`src/rtl/mux_scan.sv`:
```
// rtl/mux_scan.sv - registered N-channel mux with manual select and auto-scan
module mux_scan #(
    parameter int WIDTH = 4,
    parameter int CH    = 4,
    parameter int DWELL = 4,
    localparam int SEL_W = $clog2(CH)
) (
    input  logic                  clk,
    input  logic                  rst_n,
    input  logic                  en,
    input  logic                  mode,
    input  logic [CH*WIDTH-1:0]   d,
    input  logic [SEL_W-1:0]      sel,
    output logic [WIDTH-1:0]      q,
    output logic [SEL_W-1:0]      q_sel,
    output logic                  q_valid,
    output logic                  wrap
);

    localparam int DC_W = (DWELL > 1) ? $clog2(DWELL) : 1;

    localparam logic [1:0] IDLE   = 2'd0;
    localparam logic [1:0] MANUAL = 2'd1;
    localparam logic [1:0] SCAN   = 2'd2;

    localparam logic [SEL_W:0]   CH_N   = (SEL_W+1)'(CH);
    localparam logic [SEL_W-1:0] CH_MAX = SEL_W'(CH - 1);
    localparam logic [DC_W-1:0]  DC_MAX = DC_W'(DWELL - 1);

    logic [1:0]       state;
    logic [SEL_W-1:0] ch;
    logic [DC_W-1:0]  dc;

    logic             in_range;
    logic             entering;
    logic             expire;
    logic             last_ch;
    logic [SEL_W-1:0] load_ch;
    logic [SEL_W-1:0] idx;
    logic [WIDTH-1:0] pick;

    // idx is the channel that this edge samples; in scan it is also the new ch
    always_comb begin
        in_range = ({1'b0, sel} < CH_N);
        entering = (state != SCAN);
        expire   = (dc == DC_MAX);
        last_ch  = (ch == CH_MAX);
        load_ch  = in_range ? sel : '0;
        if (!mode)
            idx = sel;
        else if (entering)
            idx = load_ch;
        else if (expire)
            idx = last_ch ? '0 : ch + SEL_W'(1);
        else
            idx = ch;
    end

    // Out-of-range indices match no channel and therefore yield zero
    always_comb begin
        pick = '0;
        for (int k = 0; k < CH; k++) begin
            if (idx == SEL_W'(k))
                pick = d[k*WIDTH +: WIDTH];
        end
    end

    always_ff @(posedge clk or negedge rst_n) begin
        if (!rst_n) begin
            state   <= IDLE;
            ch      <= '0;
            dc      <= '0;
            q       <= '0;
            q_sel   <= '0;
            q_valid <= 1'b0;
            wrap    <= 1'b0;
        end else if (en) begin
            wrap <= 1'b0;
            q    <= pick;
            if (!mode) begin
                state   <= MANUAL;
                q_sel   <= sel;
                q_valid <= in_range;
            end else begin
                state   <= SCAN;
                q_sel   <= idx;
                q_valid <= 1'b1;
                if (entering) begin
                    ch <= load_ch;
                    dc <= '0;
                end else if (expire) begin
                    ch   <= idx;
                    dc   <= '0;
                    wrap <= last_ch;
                end else begin
                    dc <= dc + DC_W'(1);
                end
            end
        end else begin
            wrap <= 1'b0;
        end
    end

endmodule

```
`config.mk`:
```
export PLATFORM = sky130hd
export DESIGN_NAME = mux_scan
export DESIGN_NICKNAME = d
export VERILOG_FILES = /design/src/rtl/mux_scan.sv
export SDC_FILE = /design/constraint.sdc
export NUM_CORES = 1
export LEC_CHECK = 0
export ABC_AREA = 1
export BUFFER_PORTS_ARGS = -buffer_cell sky130_fd_sc_hd__buf_2
export CAP_MARGIN = 20
export CORE_MARGIN = 1.5
export CORE_UTILIZATION = 35
export CTS_CLUSTER_SIZE = 25
export DETAILED_ROUTE_END_ITERATION = 8
export SYNTH_ARGS = -nofsm -noshare
export SYNTH_HDL_FRONTEND = slang
export SYNTH_SLANG_ARGS = --single-unit
```
`constraint.sdc`:
```
create_clock -name clk -period 2 [get_ports clk]
set_input_delay 0.4 -clock clk [delete_from_list [all_inputs] [get_ports clk]]
set_output_delay 0.4 -clock clk [all_outputs]
set_load 0.02 [all_outputs]
```
==> run_results.csv <==
group,metric,value,unit
clock_network,insertion_delay,0.28,ns
synth,syn_nets,140,
worst_setup_path,criticalPathCategory,"reg2reg",
route,met1_length,847,µm
floorplan,ios,30,
pwr,swShare,32.1,%
placement,dpl.cell_count,172,
floorplan,std_cell_rows,17,
pwr,internal-power,0.491,mW
worst_setup_path,crit_slowest_cell,"dfrtp_1",
timing,clock.fmax,0.594,GHz
route,drt_wl_total,1870,µm
timing,fin_tns_setup,0,ns
synth,yosysTopAreaCellShare,41.6,%
global_routing,antenna_found_initial,0,
timing,layout_min_cycle_time,1.68,ns
synth,synth_top_area_cell,"dfrtp_1",
route,final_antenna_net_count,0,
final_layout,final_nets,173,
timing,whs,-0.00473,ns
synth,synth_compound_area_share,7.13,%
worst_setup_path,crit_path_max_fanout,7,
final_layout,fin_cells,176,
clock_network,path_clk_slew,0.09,ns
pwr,power_frac_seq,46.4,%
final_layout,num_antenna_cells,0,
placement,globalplace.congestion,0.833,
synth,synthAdderAreaFrac,2.97,%
clock_network,cts.sinks,14,
global_routing,grt_first_pass_wirelength,3250,µm
job,drv_cap,0,
route,wl_per_cell,10.6,µm
clock_network,cts-buffers-inserted,3,
worst_setup_path,path_delay_family,"simple AND/OR/NAND/NOR gates",
synth,ys_seq_elements,14,
global_routing,globalRouteOverflowTotal,0,
global_routing,grt_pass1_vias,743,
synth,synthCells,116,
synth,seq_area_frac_synth,41.6,%
floorplan,die_y,52.1,µm
synth,synth_warnings,0,
timing,fin_skew,0.00237,ns
global_routing,grt_max_degree,15,
worst_setup_path,cp_data_arrival_time,1.86,ns
pwr,power_density,691,mW/mm²
route,drt_iter0_drc,12,
synth,synth_xor_area_share,0,%
final_layout,area_growth,24.4,%
outcome,violations,"hold timing",
pwr,irDropWorstVdd,530,µV
synth,synth_top_family_by_area,"simple AND/OR/NAND/NOR gates",
synth,yosysUniqueCellTypes,19,
timing,finalHoldViolations,8,
synth,synthTopCellsByArea,"dfrtp_1 42%, nand2_1 17%, nand3_1 11%, inv_1 5.3%, nand2_2 5.2%",
route,num_vias,812,
clock_network,post-cts-setup-buffers,0,
final_layout,layout_commonest_cell,"nand2_1",
worst_setup_path,path_cells,"ha_1, nand2_1, nand2_2, o21ai_2, nand2_1, nand2_1, nand3_1, nand2_1, nand2_1",
timing,setup_violations,0,
worst_setup_path,cp_num_buf_inv,0,
synth,synthMuxAreaShare,0,%
worst_setup_path,worstPathRequired,2.18,ns
global_routing,track_usage,16.3,%
clock_network,root_buffer,"clkbuf_4",
floorplan,initial_utilization,37.7,%
final_layout,fill_cells,253,
worst_setup_path,cpMostUsedCell,"nand2_1",
route,wl_met2,927,µm
outcome,status,"complete, but fails checks",
floorplan,die_x,52.1,µm
final_layout,drive_above_1_share,34.5,%
worst_setup_path,cp-start-kind,"flip-flop",
pwr,power_frac_clock,28.4,%
worst_setup_path,critPathMaxStageDelay,0.44,ns
route,drt_first_pass_iters,4,
placement,dpl.hpwl,1510,µm
timing,period_share,84.1,%
clock_network,cts_resized,0,
synth,syn_avg_cell_area,7.26,µm²
floorplan,dieArea,0.00271,mm²
placement,io_buffers,29,
worst_hold_path,min_path_type,"in2async",
clock_network,cts_tree,"built",
pwr,p_leak,0.607,nW
pwr,power_switching,0.232,mW
route,via_per_inst,4.61,
synth,synth-simple-area-share,38.5,%
timing,drv_slew,0,
route,wl_met3,95,µm
floorplan,core_area,0.00223,mm²
route,highest_layer,"met3",
pwr,power_frac_comb,25.2,%
final_layout,final_cell_mix,"39 x nand2_1, 29 x buf_2, 19 x nand3_1, 14 x dfrtp_1, 12 x inv_1",
worst_setup_path,critPathCaptureType,"flip-flop",
timing,tightest_slew,0.352,ns
timing,rsz0062_at_grt,"false",
timing,maxSlewHeadroom,76.5,%
synth,synth_area,842,µm²
clock_network,clk_path_buf_depth,2,
clock_network,htreeDepth,1,
clock_network,holdBufCountCts,0,
route,drc,0,
-- cell type report --
class	count	area, µm²	area share [%]
inverter	19	71.3	6.81
multi-input combinational	82	409	39.1
clock buffer	4	36.3	3.46
tap	28	35.0	3.35
timing repair buffer	29	145	13.9
sequential	14	350	33.5
-- through the flow --
step	power, mW	hold WS, ns	setup slack (ns)	area (µm²)	util (%)
final	0.723	-0.00473	0.318	1050	46.9
after global routing	0.776	0.0125	0.199	1050	46.9
after CTS	0.736	0.00354	0.321	1050	46.9
after detailed placement	0.526	0.322	0.334	1010	45.3
after global placement	0.522	0.313	0.365	1010	45.3
after floorplan	0.459	0.104	0.570	842	-
-- final timing paths --
kind                         start  depth (start not counted)  slack [ns]  endpoint
max                          ch[0]                          9        0.32      q[1]
min                          rst_n                          1      -0.005     dc[1]
max reg2reg                  ch[0]                          9        0.32      q[1]
min reg2reg                q_valid                          1        0.47   q_valid
max in group asynchronous    rst_n                          1        1.77     ch[1]
min in group clk              d[6]                          5        0.44      q[2]
-- kinds of logic after synthesis --
kind of cell,count (synthesis)
AO/OA/AOI/OAI,10
adder cells (fa/ha/maj),2
buffers and inverters,20
flip-flops,14
AND/OR/NAND/NOR,70
-- power by group through the flow --
stage	Combinational [mW]	Clock, mW	Sequential (mW)
final	0.182	0.205	0.336
after floorplan	0.102	0	0.357
after detailed placement	0.186	0	0.340
after CTS	0.186	0.215	0.335
after global routing	0.208	0.228	0.339
after global placement	0.182	0	0.340
-- synth_stat cells --
cell type / n
nand2_1: 39
nand3_1: 19
dfrtp_1: 14
inv_1: 12
nand2_2: 7
inv_2: 6
o21ai_0: 4
ha_1: 2
o21ai_1: 2
o21ai_2: 2
a21o_1: 1
a21oi_1: 1
buf_6: 1
clkinv_1: 1
nand3_2: 1
nor2_4: 1
nor3_1: 1
nor4_1: 1
or2_2: 1
-- registers in the layout, indices dropped and copies added, names as in the netlist --
signal / flops
q: 4
ch: 2
dc: 2
wrap: 1
state: 2
q_sel: 2
q_valid: 1
-- metal layers --
| metal | up-vias | track usage [%] |
|---|---|---|
| met4 | 0 | 2.63 |
| met3 | 0 | 5.17 |
| met2 | 22 | 27.6 |
| met5 | - | 0 |
| li1 | 429 | - |
| met1 | 361 | 20.4 |
Note: power is estimated with default switching activity, not from simulation.
